`src/rtl/ds2_txn_scheduler.sv`:
```
// DualShock2 frame scheduler: analog-mode init, one poll per vsync edge, reply decode, watchdog.
// Optional feature macro DS2_RUMBLE_EN: rumble inputs, MOTOR init packet, rumble bytes in POLL.
module ds2_txn_scheduler #(
    parameter int ATT_SETUP   = 16,
    parameter int BYTE_GAP    = 32,
    parameter int WDOG_FRAMES = 8
) (
    input  logic        clk,
    input  logic        rst_n,
    input  logic        vsync,
    output logic        byte_req,
    output logic [7:0]  byte_tx,
    input  logic        byte_done,
    input  logic [7:0]  byte_rx,
`ifdef DS2_RUMBLE_EN
    input  logic        rumble_small,
    input  logic [7:0]  rumble_large,
`endif
    output logic        ds2_att,
    output logic [15:0] buttons,
    output logic [7:0]  stick_lx,
    output logic [7:0]  stick_ly,
    output logic [7:0]  stick_rx,
    output logic [7:0]  stick_ry,
    output logic        data_valid,
    output logic        pad_present
);
    typedef enum logic [2:0] {
        ST_INIT_START, ST_IDLE, ST_ATT_LOW, ST_WAIT, ST_GAP, ST_ATT_HIGH, ST_FIN
    } state_e;
    typedef enum logic [2:0] {PK_ENTER, PK_ANALOG, PK_MOTOR, PK_EXIT, PK_POLL} pkt_e;

    function automatic logic [7:0] tx_byte(input pkt_e p, input logic [3:0] i,
                                           input logic [7:0] r3, input logic [7:0] r4);
        logic [7:0] b;
        b = 8'h00;
        if (i == 4'd0) begin
            b = 8'h01;
        end else begin
            case (p)
                PK_ENTER:  if (i == 4'd1) b = 8'h43; else if (i == 4'd3) b = 8'h01;
                PK_ANALOG: if (i == 4'd1) b = 8'h44; else if (i == 4'd3) b = 8'h01;
                           else if (i == 4'd4) b = 8'h03;
                PK_MOTOR:  if (i == 4'd1) b = 8'h4D; else if (i == 4'd4) b = 8'h01;
                           else if (i >= 4'd5) b = 8'hFF;
                PK_EXIT:   if (i == 4'd1) b = 8'h43; else if (i >= 4'd4) b = 8'h5A;
                PK_POLL:   if (i == 4'd1) b = 8'h42; else if (i == 4'd3) b = r3;
                           else if (i == 4'd4) b = r4;
                default:   b = 8'h00;
            endcase
        end
        return b;
    endfunction

    function automatic logic [3:0] pkt_len(input pkt_e p);
        return (p == PK_ENTER) ? 4'd5 : 4'd9;
    endfunction

    function automatic pkt_e next_init(input pkt_e p);
        case (p)
            PK_ENTER:  return PK_ANALOG;
`ifdef DS2_RUMBLE_EN
            PK_ANALOG: return PK_MOTOR;
`endif
            default:   return PK_EXIT;
        endcase
    endfunction

    function automatic logic [7:0] sat_inc(input logic [7:0] v);
        return (v == 8'hFF) ? v : v + 8'd1;
    endfunction

    logic [7:0] rmb3_in, rmb4_in;
`ifdef DS2_RUMBLE_EN
    assign rmb3_in = rumble_small ? 8'hFF : 8'h00;
    assign rmb4_in = rumble_large;
`else
    assign rmb3_in = 8'h00;
    assign rmb4_in = 8'h00;
`endif

    state_e      state_q, state_d;
    pkt_e        pkt_q, pkt_d, start_pkt;
    logic        start;
    logic [7:0]  cnt_q, cnt_d, err_q, err_d;
    logic [3:0]  idx_q, idx_d, len_q, len_d;
    logic        ok_q, ok_d, pending_q, pending_d, vs_q;
    logic        att_q, att_d, req_q, req_d, dv_q, dv_d, present_q, present_d;
    logic [7:0]  tx_q, tx_d, rmb3_q, rmb3_d, rmb4_q, rmb4_d;
    logic [15:0] buttons_q, buttons_d;
    logic [7:0]  lx_q, lx_d, ly_q, ly_d, rx_q, rx_d, ry_q, ry_d;
    logic [7:0]  rxb_q [3:8];
    logic        vs_edge;

    assign vs_edge = vsync & ~vs_q;

    always_comb begin
        state_d   = state_q;   pkt_d     = pkt_q;     cnt_d  = cnt_q;  idx_d = idx_q;
        len_d     = len_q;     ok_d      = ok_q;      err_d  = err_q;  att_d = att_q;
        pending_d = pending_q; present_d = present_q; tx_d   = tx_q;
        buttons_d = buttons_q; lx_d = lx_q; ly_d = ly_q; rx_d = rx_q; ry_d = ry_q;
        rmb3_d    = rmb3_q;    rmb4_d    = rmb4_q;
        req_d     = 1'b0;      dv_d      = 1'b0;
        start     = 1'b0;      start_pkt = PK_ENTER;

        // Edges arriving while busy are remembered once; extras are dropped.
        if (vs_edge && state_q != ST_IDLE) pending_d = 1'b1;

        case (state_q)
            ST_INIT_START: start = 1'b1;
            ST_IDLE: if (vs_edge || pending_q) begin
                start     = 1'b1;
                start_pkt = PK_POLL;
                pending_d = 1'b0;
                rmb3_d    = rmb3_in;
                rmb4_d    = rmb4_in;
            end
            ST_ATT_LOW: if (cnt_q == 8'(ATT_SETUP - 1)) begin
                state_d = ST_WAIT;
                req_d   = 1'b1;
                tx_d    = tx_byte(pkt_q, idx_q, rmb3_q, rmb4_q);
            end else cnt_d = cnt_q + 8'd1;
            ST_WAIT: if (byte_done) begin
                // Poll length comes from the ID nibble before byte2 is requested.
                if (pkt_q == PK_POLL && idx_q == 4'd1) begin
                    if (byte_rx[3:0] == 4'd0 || byte_rx[3:0] > 4'd3) begin
                        len_d = 4'd3;
                        ok_d  = 1'b0;
                    end else len_d = 4'd3 + {byte_rx[2:0], 1'b0};
                end
                if (idx_q == 4'd2 && byte_rx != 8'h5A) ok_d = 1'b0;
                cnt_d = 8'd0;
                if (idx_q == len_d - 4'd1) begin
                    state_d = ST_ATT_HIGH;
                    cnt_d   = 8'd1;
                end else begin
                    state_d = ST_GAP;
                    idx_d   = idx_q + 4'd1;
                end
            end
            ST_GAP: if (cnt_q == 8'(BYTE_GAP - 1)) begin
                state_d = ST_WAIT;
                req_d   = 1'b1;
                tx_d    = tx_byte(pkt_q, idx_q, rmb3_q, rmb4_q);
            end else cnt_d = cnt_q + 8'd1;
            ST_ATT_HIGH: if (cnt_q >= 8'(ATT_SETUP - 1)) begin
                state_d = ST_FIN;
                att_d   = 1'b1;
            end else cnt_d = cnt_q + 8'd1;
            ST_FIN: if (pkt_q != PK_POLL) begin
                if (!ok_q) start = 1'b1;
                else if (pkt_q == PK_EXIT) state_d = ST_IDLE;
                else begin
                    start     = 1'b1;
                    start_pkt = next_init(pkt_q);
                end
            end else if (ok_q) begin
                buttons_d = ~{rxb_q[4], rxb_q[3]};
                rx_d      = (len_q >= 4'd7) ? rxb_q[5] : 8'h80;
                ry_d      = (len_q >= 4'd7) ? rxb_q[6] : 8'h80;
                lx_d      = (len_q == 4'd9) ? rxb_q[7] : 8'h80;
                ly_d      = (len_q == 4'd9) ? rxb_q[8] : 8'h80;
                dv_d      = 1'b1;
                err_d     = 8'd0;
                present_d = 1'b1;
                state_d   = ST_IDLE;
            end else if ({1'b0, err_q} + 9'd1 >= 9'(WDOG_FRAMES)) begin
                present_d = 1'b0;
                err_d     = 8'd0;
                state_d   = ST_INIT_START;
            end else begin
                err_d   = sat_inc(err_q);
                state_d = ST_IDLE;
            end
            default: state_d = ST_INIT_START;
        endcase

        if (start) begin
            state_d = ST_ATT_LOW;
            pkt_d   = start_pkt;
            att_d   = 1'b0;
            cnt_d   = 8'd0;
            idx_d   = 4'd0;
            ok_d    = 1'b1;
            len_d   = pkt_len(start_pkt);
        end
    end

    always_ff @(posedge clk or negedge rst_n) begin
        if (!rst_n) begin
            state_q <= ST_INIT_START; pkt_q <= PK_ENTER; cnt_q <= 8'd0; idx_q <= 4'd0;
            len_q <= 4'd5; ok_q <= 1'b1; err_q <= 8'd0; pending_q <= 1'b0; vs_q <= 1'b0;
            att_q <= 1'b1; req_q <= 1'b0; tx_q <= 8'h00; dv_q <= 1'b0; present_q <= 1'b0;
            buttons_q <= 16'h0000; lx_q <= 8'h80; ly_q <= 8'h80; rx_q <= 8'h80; ry_q <= 8'h80;
            rmb3_q <= 8'h00; rmb4_q <= 8'h00;
        end else begin
            state_q <= state_d; pkt_q <= pkt_d; cnt_q <= cnt_d; idx_q <= idx_d;
            len_q <= len_d; ok_q <= ok_d; err_q <= err_d; pending_q <= pending_d; vs_q <= vsync;
            att_q <= att_d; req_q <= req_d; tx_q <= tx_d; dv_q <= dv_d; present_q <= present_d;
            buttons_q <= buttons_d; lx_q <= lx_d; ly_q <= ly_d; rx_q <= rx_d; ry_q <= ry_d;
            rmb3_q <= rmb3_d; rmb4_q <= rmb4_d;
        end
    end

    // Reply payload capture; only bytes 3..8 carry data.
    always_ff @(posedge clk) begin
        if (state_q == ST_WAIT && byte_done) begin
            for (int k = 3; k <= 8; k++) begin
                if (idx_q == 4'(k)) rxb_q[k] <= byte_rx;
            end
        end
    end

    assign byte_req    = req_q;
    assign byte_tx     = tx_q;
    assign ds2_att     = att_q;
    assign buttons     = buttons_q;
    assign stick_lx    = lx_q;
    assign stick_ly    = ly_q;
    assign stick_rx    = rx_q;
    assign stick_ry    = ry_q;
    assign data_valid  = dv_q;
    assign pad_present = present_q;
endmodule

```
`config.mk`:
```
export PLATFORM = sky130hd
export DESIGN_NAME = ds2_txn_scheduler
export DESIGN_NICKNAME = d
export VERILOG_FILES = /design/src/rtl/ds2_txn_scheduler.sv
export SDC_FILE = /design/constraint.sdc
export NUM_CORES = 1
export LEC_CHECK = 0
export CORE_ASPECT_RATIO = 0.8
export CORE_UTILIZATION = 45
export DETAILED_ROUTE_END_ITERATION = 10
export GPL_TIMING_DRIVEN = 0
export PLACE_DENSITY = 0.69
export SYNTH_ARGS = -nofsm -noshare
export SYNTH_HDL_FRONTEND = slang
export SYNTH_SLANG_ARGS = --single-unit
```
`constraint.sdc`:
```
create_clock -name clk -period 2.5 [get_ports clk]
set_clock_uncertainty 0.05 [all_clocks]
set_input_delay 0.75 -clock clk [delete_from_list [all_inputs] [get_ports clk]]
set_output_delay 0.75 -clock clk [all_outputs]
set_load 0.01 [all_outputs]
```
# Yosys cells after proc, flatten, opt, wreduce, memory -nomap -nowiden
# Memories as Yosys holds them, arrays and structs flattened.
# Cells that the tools add are included.
# word_totals
regBits,93
ram_bits,48
inputBits,12
memories,1
# classes
addsub,6
order_cmp,6
n_eq_ne,40
mux,118
bitwise,4
n_reduce_logical,36
# memory_table
name,depth,width,rd,rd_ports_with_merged_regs,write_ports,line_no,source
rxb_q,6,8,6,0,1,92,logic [7:0] rxb_q [3:8];
# op_table
operator,count
$mux 8,25
$mux 4,17
$mux 1,51
$pmux 8 s5,1
$reduce_or 8->1,5
$pmux 8 s4,1
$mux 7,4
$mux 3,9
$ne 3x3->1 const B,9
$pmux 3 s6,1
$add 8x1->8 const B,2
$eq 4x3->1 const B,4
$not 16->16,1
$pmux 8 s2,1
$reduce_and 3->1,5
$eq 3x2->1 const B,4
$eq 3x3->1 const B,4
$ge 4x3->1 const B,3
$reduce_bool 2->1,6
$mux 2,5
$add 8x1->9 const B,1
$ge 9x4->1 const B,1
$logic_not 3->1,3
$eq 4x2->1 const B,2
32 further kinds,45

# Depth between registers and ports, before layout
# Gate-level depths: netlist (run 1).
# logic_depth
word_depth,12
mapped_depth,9
depth_no_buf,8

# Worst setup path before layout (run 1)
# OpenSTA, ideal clock, no wires.
# synth_path
path_kind,register to register
start,reg state_q[1]
end,"reg, netlist name rxb_q[0][64]"
setup_ps,398
arrival_time_ps,1969
path_slack_ps,83
path_stages_with_launch,5
path_buffers,1
cell_sequence,dfrtp_1 -> clkbuf_1 -> and2b_2 -> nand3_1 -> nor4b_1
# synth_lines
item,line_no,source
start: declaration,82,"state_e state_q, state_d;"
start signal: assignment,197,state_q <= state_d; pkt_q <= pkt_d; cnt_q <= cnt_d; idx_q <= idx_d;

# Worst setup path after layout (run 1)
# layout_path
start,in vsync
end,reg cnt_q[2]
# layout_between
elab_chain_len,6
elab_cells_between_ends,11
classes_between,4 x eq/ne; 3 x mux; 1 x bitwise; 3 x reduce/logical
# layout_lines
item,line_no,source
start: declaration,10,"input logic vsync,"
$and 1x1->1 *,95,assign vs_edge = vsync & ~vs_q;
$logic_or 1x1->1 *,111,ST_IDLE: if (vs_edge || pending_q) begin
$mux 1 *,111,
$pmux 1 s3 *,109,case (state_q)
$ne 3x3->1 (no source line) / $reduce_bool 5->1 (equally long branches),n/a,
$reduce_and 5->1 (no source line),n/a,
end signal: assignment,197,
end: declaration,85,"logic [7:0] cnt_q, cnt_d, err_q, err_d;"
# Mark *: on every way between the ends. The rest lies on a longest branch, timed or not.
# A chain may end at the register's enable or synchronous reset.

==> qor.csv, run 1 <==
stage;metric;value;unit
power;comb_power_share;0.327;
timing;worst-slew-pin-transition;0.689;ns
power;p_per_area;1060;mW/mm²
timing;slew_headroom;0.539;
finish;final_cell_mix;nand2_1 (105), dfrtp_1 (82), o21ai_0 (69);
setup_path;cp_cell_sequence;clkdlybuf4s50_1 -> nand2b_1 -> a211o_2 -> a32oi_4 -> nand2_4 -> or3_1 -> a21oi_1;
timing;period_share;0.960;
yosys;synth_seq_cells;140;
cts;insertion_delay;0.41;ns
placement;dp_hpwl;9.52;mm
yosys;synthSimpleGateAreaFrac;0.168;
flow_run;max_cap_viol_count;0;
timing;slew_violations;0;
global_routing;grtUsageMet3;0.0365;
timing;timing_hold_violations_final;0;
cts;clockRootBuffer;clkbuf_16;
yosys;synth_cells;547;
run_status;status;finished clean;
power;pwr-share-clk;0.302;
global_routing;antenna_found_initial;0;
yosys;synth-compound-area-share;0.132;
setup_path;reg2regPathDepth;6;
global_routing;grt_max_degree;58;
power;p_sw_frac;0.334;
die;die_h;105;µm
yosys;syn-num-nets;569;
route;ant_nets;0;
setup_path;worst_ep_required_time;2.79;ns
timing;max_freq;417;MHz
cts;cts_tree;yes;
placement;gp_congestion;0.858;
setup_path;rr_startpoint;cnt_q[4];
finish;final_util;0.596;
setup_path;r2r_setup_slack;0.1;ns
yosys;synth_edf_count;48;
global_routing;grt_pass1_vias;4267;
finish;antenna-diode-count;0;
finish;fillers;1037;
route;wire_per_inst;16.8;µm
yosys;synth_xor_area_frac;0.0117;
setup_path;crit_slowest_cell;clkdlybuf4s50_1;
setup_path;max_stage_delay;0.48;ns
global_routing;global_route.usage.met1;0.315;
setup_path;timing.rr.end;cnt_q[2];
worst_hold_path;min_path_type;primary input to async pin;
finish;layout_commonest_cell;nand2_1;
cts;cts_buffers;17;
die;core;0.0129;mm²
yosys;synth_area;0.00600;mm²
timing;setup_viol;0;
power;intPower;5.45;mW
cts;cts_hold_buf;0;
yosys;synth_top_family_by_area;simple AND/OR/NAND/NOR gates;
die;die-width;131;µm
yosys;ys_seq_area_frac;0.626;
finish;syn_to_final_growth;28.3;%
global_routing;grt_use_total;0.215;
setup_path;critical_path_peak_fanout;8;
yosys;synth.distinct_cells;64;
yosys;synthArstFlopShare;0.657;
setup_path;path_class;primary input to flop;
global_routing;top_usage_layer;met2;
finish;multiInputGateArea;0.00219;mm²
finish;seqCellArea;0.00376;mm²
yosys;yosys_warnings;0;
finish;layout.nets;662;
finish;fin_cells;828;
global_routing;grt_pass1_wl;22.3;mm
setup_path;crit_arrival;2.69;ns
yosys;ys.flop_type;dfrtp_1;
die;rows;37;
timing;min_period;2.40;ns
power;ir_drop;0.000610;V
yosys;synth_fa_ha_area_frac;0.0209;
global_routing;grt_overflow;0;
global_routing;use_met2;0.322;
placement;io_buffers;71;
placement;pre_cts_slack;-1.09;ns
power;power_switching;2.73;mW
yosys;muxShareOfSynthArea;0.0108;
cts;cts_buffer_depth;2;
power;total_leakage_power;3.06;nW
cts;clk_pin_slew;0.06;ns
route;drc;0;
die;die-area;0.0138;mm²
power;seqPwrFrac;0.371;
route;via_count;4516;
route;drtPass1Iterations;7;
route;drt_wl_total;13.9;mm
die;initial_core_util;0.464;
route;drtIter0Drc;374;
die;io_pins;72;
setup_path;cp-start-kind;primary input;
setup_path;endpoint_kind;flop;
timing;setup_tns;0;ns
finish;drive_gt1_frac;0.149;
timing;setup_ws;0.0994;ns
cts;cts.sinks;140;
placement;placed_cells;795;
power;finalPower;8.19;mW
route;via_per_inst;5.45;
yosys;postSynthAreaPerCell;11.0;µm²
cts;h-tree-depth;4;
-- state kept, by name, summed over array words and instances, names as in the netlist, 3 cells and up --
register and flops:
byte_tx 7, stick_ry 8, buttons 16, state_q 3, stick_rx 8, cnt_q 8, idx_q 4, rxb_q 48
stick_lx 8, pkt_q 3, err_q 8, len_q 4, stick_ly 8
-- synth_stat cells, types with 4 or more instances --
cell type / count / area (µm²)
clkbuf_1: 21 / 78.8
dfrtp_1: 84 / 2100
edfxtp_1: 48 / 1440
xor2_1: 6 / 52.6
mux2_2: 4 / 45.0
or3_1: 6 / 37.5
nor2_1: 29 / 109
a21oi_1: 16 / 80.1
nor4b_1: 4 / 35.0
a31oi_1: 7 / 43.8
and2_1: 10 / 62.6
dfstp_2: 8 / 210
nor3b_1: 5 / 37.5
nand4_1: 4 / 25.0
o21ai_0: 70 / 350
o21a_1: 4 / 30.0
nand3_1: 14 / 70.1
nand2_1: 105 / 394
nor3_1: 10 / 50.1
nor2b_1: 7 / 43.8
inv_1: 17 / 63.8
ha_1: 10 / 125
-- cells by family after synthesis --
family	after synthesis
AO/OA/AOI/OAI	128
adder cells (fa/ha/maj)	10
multiplexers	6
XOR/XNOR	8
flip-flops	140
buffers and inverters	43
AND/OR/NAND/NOR	212
-- worst max-delay path: cells and delay by family --
family,cells,cell delay (ns)
AND/OR/NAND/NOR,3,0.56
buffers and inverters,1,0.48
AO/OA/AOI/OAI,3,0.90
-- layer usage --
| layer | part of all wire | wire length [µm] |
|---|---|---|
| met1 | 0.47 | 6580 |
| met2 | 0.47 | 6490 |
| met3 | 0.045 | 628 |
| met4 | 0.012 | 167 |
| met5 | 0 | 0 |
-- metrics by stage --
step                      area [µm²]  hold WS, ns
after floorplan                 6000        0.364
after global placement          6930        0.371
after detailed placement        6970        0.373
after CTS                       7610        0.250
after global routing            7690        0.277
final                           7690        0.241
-- area by class of cell --
cell class / instances / share of cell area
Sequential cell: 140 / 0.488
Multi-Input combinational cell: 364 / 0.285
Timing Repair Buffer: 75 / 0.0972
Clock buffer: 19 / 0.0576
Tap cell: 175 / 0.0285
Clock inverter: 13 / 0.0182
Buffer: 25 / 0.0171
Inverter: 17 / 0.00829
-- power groups by stage --
stage / clock network (mW) / logic (mW) / registers (mW)
2_1_floorplan: 0 / 1.39 / 3.13
4_1_cts: 2.50 / 2.55 / 3.04
6_report: 2.48 / 2.67 / 3.04
3_5_place_dp: 0 / 2.47 / 3.07
5_1_grt: 2.60 / 2.96 / 3.08
3_3_place_gp: 0 / 2.41 / 3.05
-- repair_timing --
| action | in CTS | in global routing |
|---|---|---|
| pin swaps | 1 | 3 |
| resized for setup | 25 | 37 |
| gates cloned | 0 | 0 |
| setup endpoints to repair | 55 | 90 |
| buffers inserted | 0 | 2 |
-- worst max path at each step --
stage / startpoint / endpoint / slack, ns
after floorplan: state_q[1] / rxb_q[0][64] / 0.08
after global placement: rst_n / byte_req / -2.72
after detailed placement: byte_rx[0] / idx_q[0] / -1.09
after CTS: pkt_q[2] / buttons[12] / 0.003
after global routing: vsync / len_q[3] / -0.003
final: vsync / cnt_q[2] / 0.1
Note: power is estimated with default switching activity, not from simulation.
==> inputs of run 2 (changes only) <==
- CORE_UTILIZATION: 45 -> 43
- PLACE_DENSITY: 0.69 -> 0.67
==> qor.csv, run 2 (same netlist as run 1, synthesis figures left out) <==
stage;metric;value;unit;change
timing;setup_tns;0;ns;unchanged
global_routing;grt_use_total;0.200;;was 0.215
finish;top_register;rxb_q;;unchanged
run_status;status;finished clean;;unchanged
power;finalPower;8.28;mW;was 8.19 mW
power;p_per_area;1080;mW/mm²;was 1060 mW/mm²
die;die-area;0.0144;mm²;was 0.0138 mm²
die;die_h;108;µm;was 105 µm
route;drtIter0Drc;258;;was 374
setup_path;path_class;primary input to flop;;unchanged
die;die-width;134;µm;was 131 µm
finish;drive_gt1_frac;0.135;;was 0.149
placement;dp_hpwl;9.33;mm;was 9.52 mm
timing;rsz0062_at_grt;true;;
cts;cts_buffers;17;;unchanged
route;via_per_inst;5.38;;was 5.45
timing;max_freq;417;MHz;about the same
worst_hold_path;min_path_type;primary input to async pin;;unchanged
cts;cts_tree;yes;;unchanged
setup_path;crit_slowest_cell;clkdlybuf4s50_1;;unchanged
route;drtPass1Iterations;5;;was 7
timing;period_share;0.960;;about the same
placement;io_buffers;71;;unchanged
setup_path;max_stage_delay;0.47;ns;was 0.48 ns
finish;fillers;1191;;was 1,037
cts;cts_buffer_depth;2;;unchanged
finish;final_cell_mix;nand2_1 (105), dfrtp_1 (82), o21ai_0 (70);;was nand2_1 (105), dfrtp_1 (82), o21ai_0 (69)
cts;cts.sinks;140;;unchanged
die;initial_core_util;0.441;;was 0.464
setup_path;critical_path_peak_fanout;10;;was 8
cts;h-tree-depth;4;;unchanged
route;ant_nets;0;;unchanged
setup_path;endpoint_kind;flop;;unchanged
global_routing;antenna_found_initial;0;;unchanged
route;drc;0;;unchanged
flow_run;max_cap_viol_count;0;;unchanged
finish;fin_area;0.00769;mm²;about the same
route;wire_per_inst;16.3;µm;was 16.8 µm
cts;insertion_delay;0.42;ns;was 0.41 ns
timing;worst-slew-pin-transition;0.761;ns;was 0.689 ns
die;rows;38;;was 37
timing;min_period;2.40;ns;about the same
global_routing;grt_pass1_vias;4313;;was 4,267
global_routing;grt_overflow;0;;unchanged
cts;clockRootBuffer;clkbuf_16;;unchanged
die;core;0.0136;mm²;was 0.0129 mm²
setup_path;cp_cell_sequence;clkdlybuf4s50_1 -> nand2b_1 -> a311o_1 -> a21oi_2 -> clkbuf_8 -> o21ai_0 -> mux2_2;;was clkdlybuf4s50_1 -> nand2b_1 -> a211o_2 -> a32oi_4 -> nand2_4 -> or3_1 -> a21oi_1
global_routing;grt_max_degree;58;;unchanged
finish;layout.nets;661;;was 662
timing;timing_hold_violations_final;0;;unchanged
setup_path;cp-start-kind;primary input;;unchanged
finish;antenna-diode-count;0;;unchanged
finish;layout_commonest_cell;nand2_1;;unchanged
route;drt_wl_total;13.6;mm;was 13.9 mm
timing;setup_viol;0;;unchanged
finish;final_util;0.565;;was 0.596
placement;dpl-instance-area;0.00697;mm²;about the same
finish;largest_reg_flops;48;;unchanged
setup_path;reg2regPathDepth;6;;unchanged
global_routing;grt_pass1_wl;22.0;mm;was 22.3 mm
finish;seqCellArea;0.00376;mm²;unchanged
timing;slew_headroom;0.491;;was 0.539
route;via_count;4472;;was 4,516
timing;slew_violations;0;;unchanged
finish;syn_to_final_growth;28.1;%;was 28.3%
setup_path;crit_arrival;2.65;ns;was 2.69 ns
die;io_pins;72;;unchanged
power;ir_drop;0.000675;V;was 0.000610 V
placement;gp_congestion;0.844;;was 0.858
timing;fin_hold_ws;0.236;ns;was 0.241 ns
finish;multiInputGateArea;0.00215;mm²;was 0.00219 mm²
setup_path;worst_ep_required_time;2.75;ns;was 2.79 ns
cts;clk_pin_slew;0.06;ns;about the same
cts;cts_hold_buf;0;;unchanged
power;total_leakage_power;3.08;nW;was 3.06 nW
[run 2: what timing repair did]
action | CTS | global route
pin swaps | 2 | 5
buffers inserted | 1 | 1
resized for setup | 20 | 28
setup endpoints to repair | 59 | 101
[run 2: final cells by class]
class,count,area share
Clock buffer,17,0.0553
Timing Repair Buffer,74,0.0964
Tap cell,180,0.0293
Clock inverter,15,0.0260
Multi-Input combinational cell,364,0.279
Buffer,25,0.0168
Sequential cell,140,0.489
Inverter,17,0.00830
[run 2: worst paths after layout]
| check | startpoint | to | slack [ns] |
|---|---|---|---|
| min in group clk | rxb_q[0][25] | buttons[1] | 0.38 |
| hold / removal | rst_n | buttons[3] | 0.24 |
| max in group asynchronous | rst_n | ds2_att | 1.47 |
| setup reg to reg | cnt_q[4] | cnt_q[4] | 0.11 |
| hold reg to reg | rxb_q[0][25] | buttons[1] | 0.38 |
| setup / recovery | vsync | idx_q[0] | 0.1 |
[run 2: critical path: cells and delay by family]
family	cells	cell delay, ns
muxes	1	0.31
buffers and inverters	2	0.69
AOI/OAI and AO/OA	3	0.77
and+or+nand+nor	1	0.12
[run 2: per-stage QoR]
stage               instances  worst slack (ns)
global placement          798             -2.70
finish                    832            0.0992
detailed placement        799             -1.11
CTS                       832           0.00619
global route              832           -0.0571
floorplan                 547            0.0830
[run 2: power breakdown]
part	internal, mW	leakage (nW)	switching [mW]
Combinational	1.15	1.12	1.46
Clock	1.61	0.307	1.03
Sequential	2.77	1.65	0.265
[run 2: layer usage]
metal	GRT usage	vias up	part of all wire
li1	-	2129	-
met4	0.0626	0	0.013
met5	0	-	0
met3	0.0424	19	0.054
met2	0.315	144	0.46
met1	0.277	2180	0.48
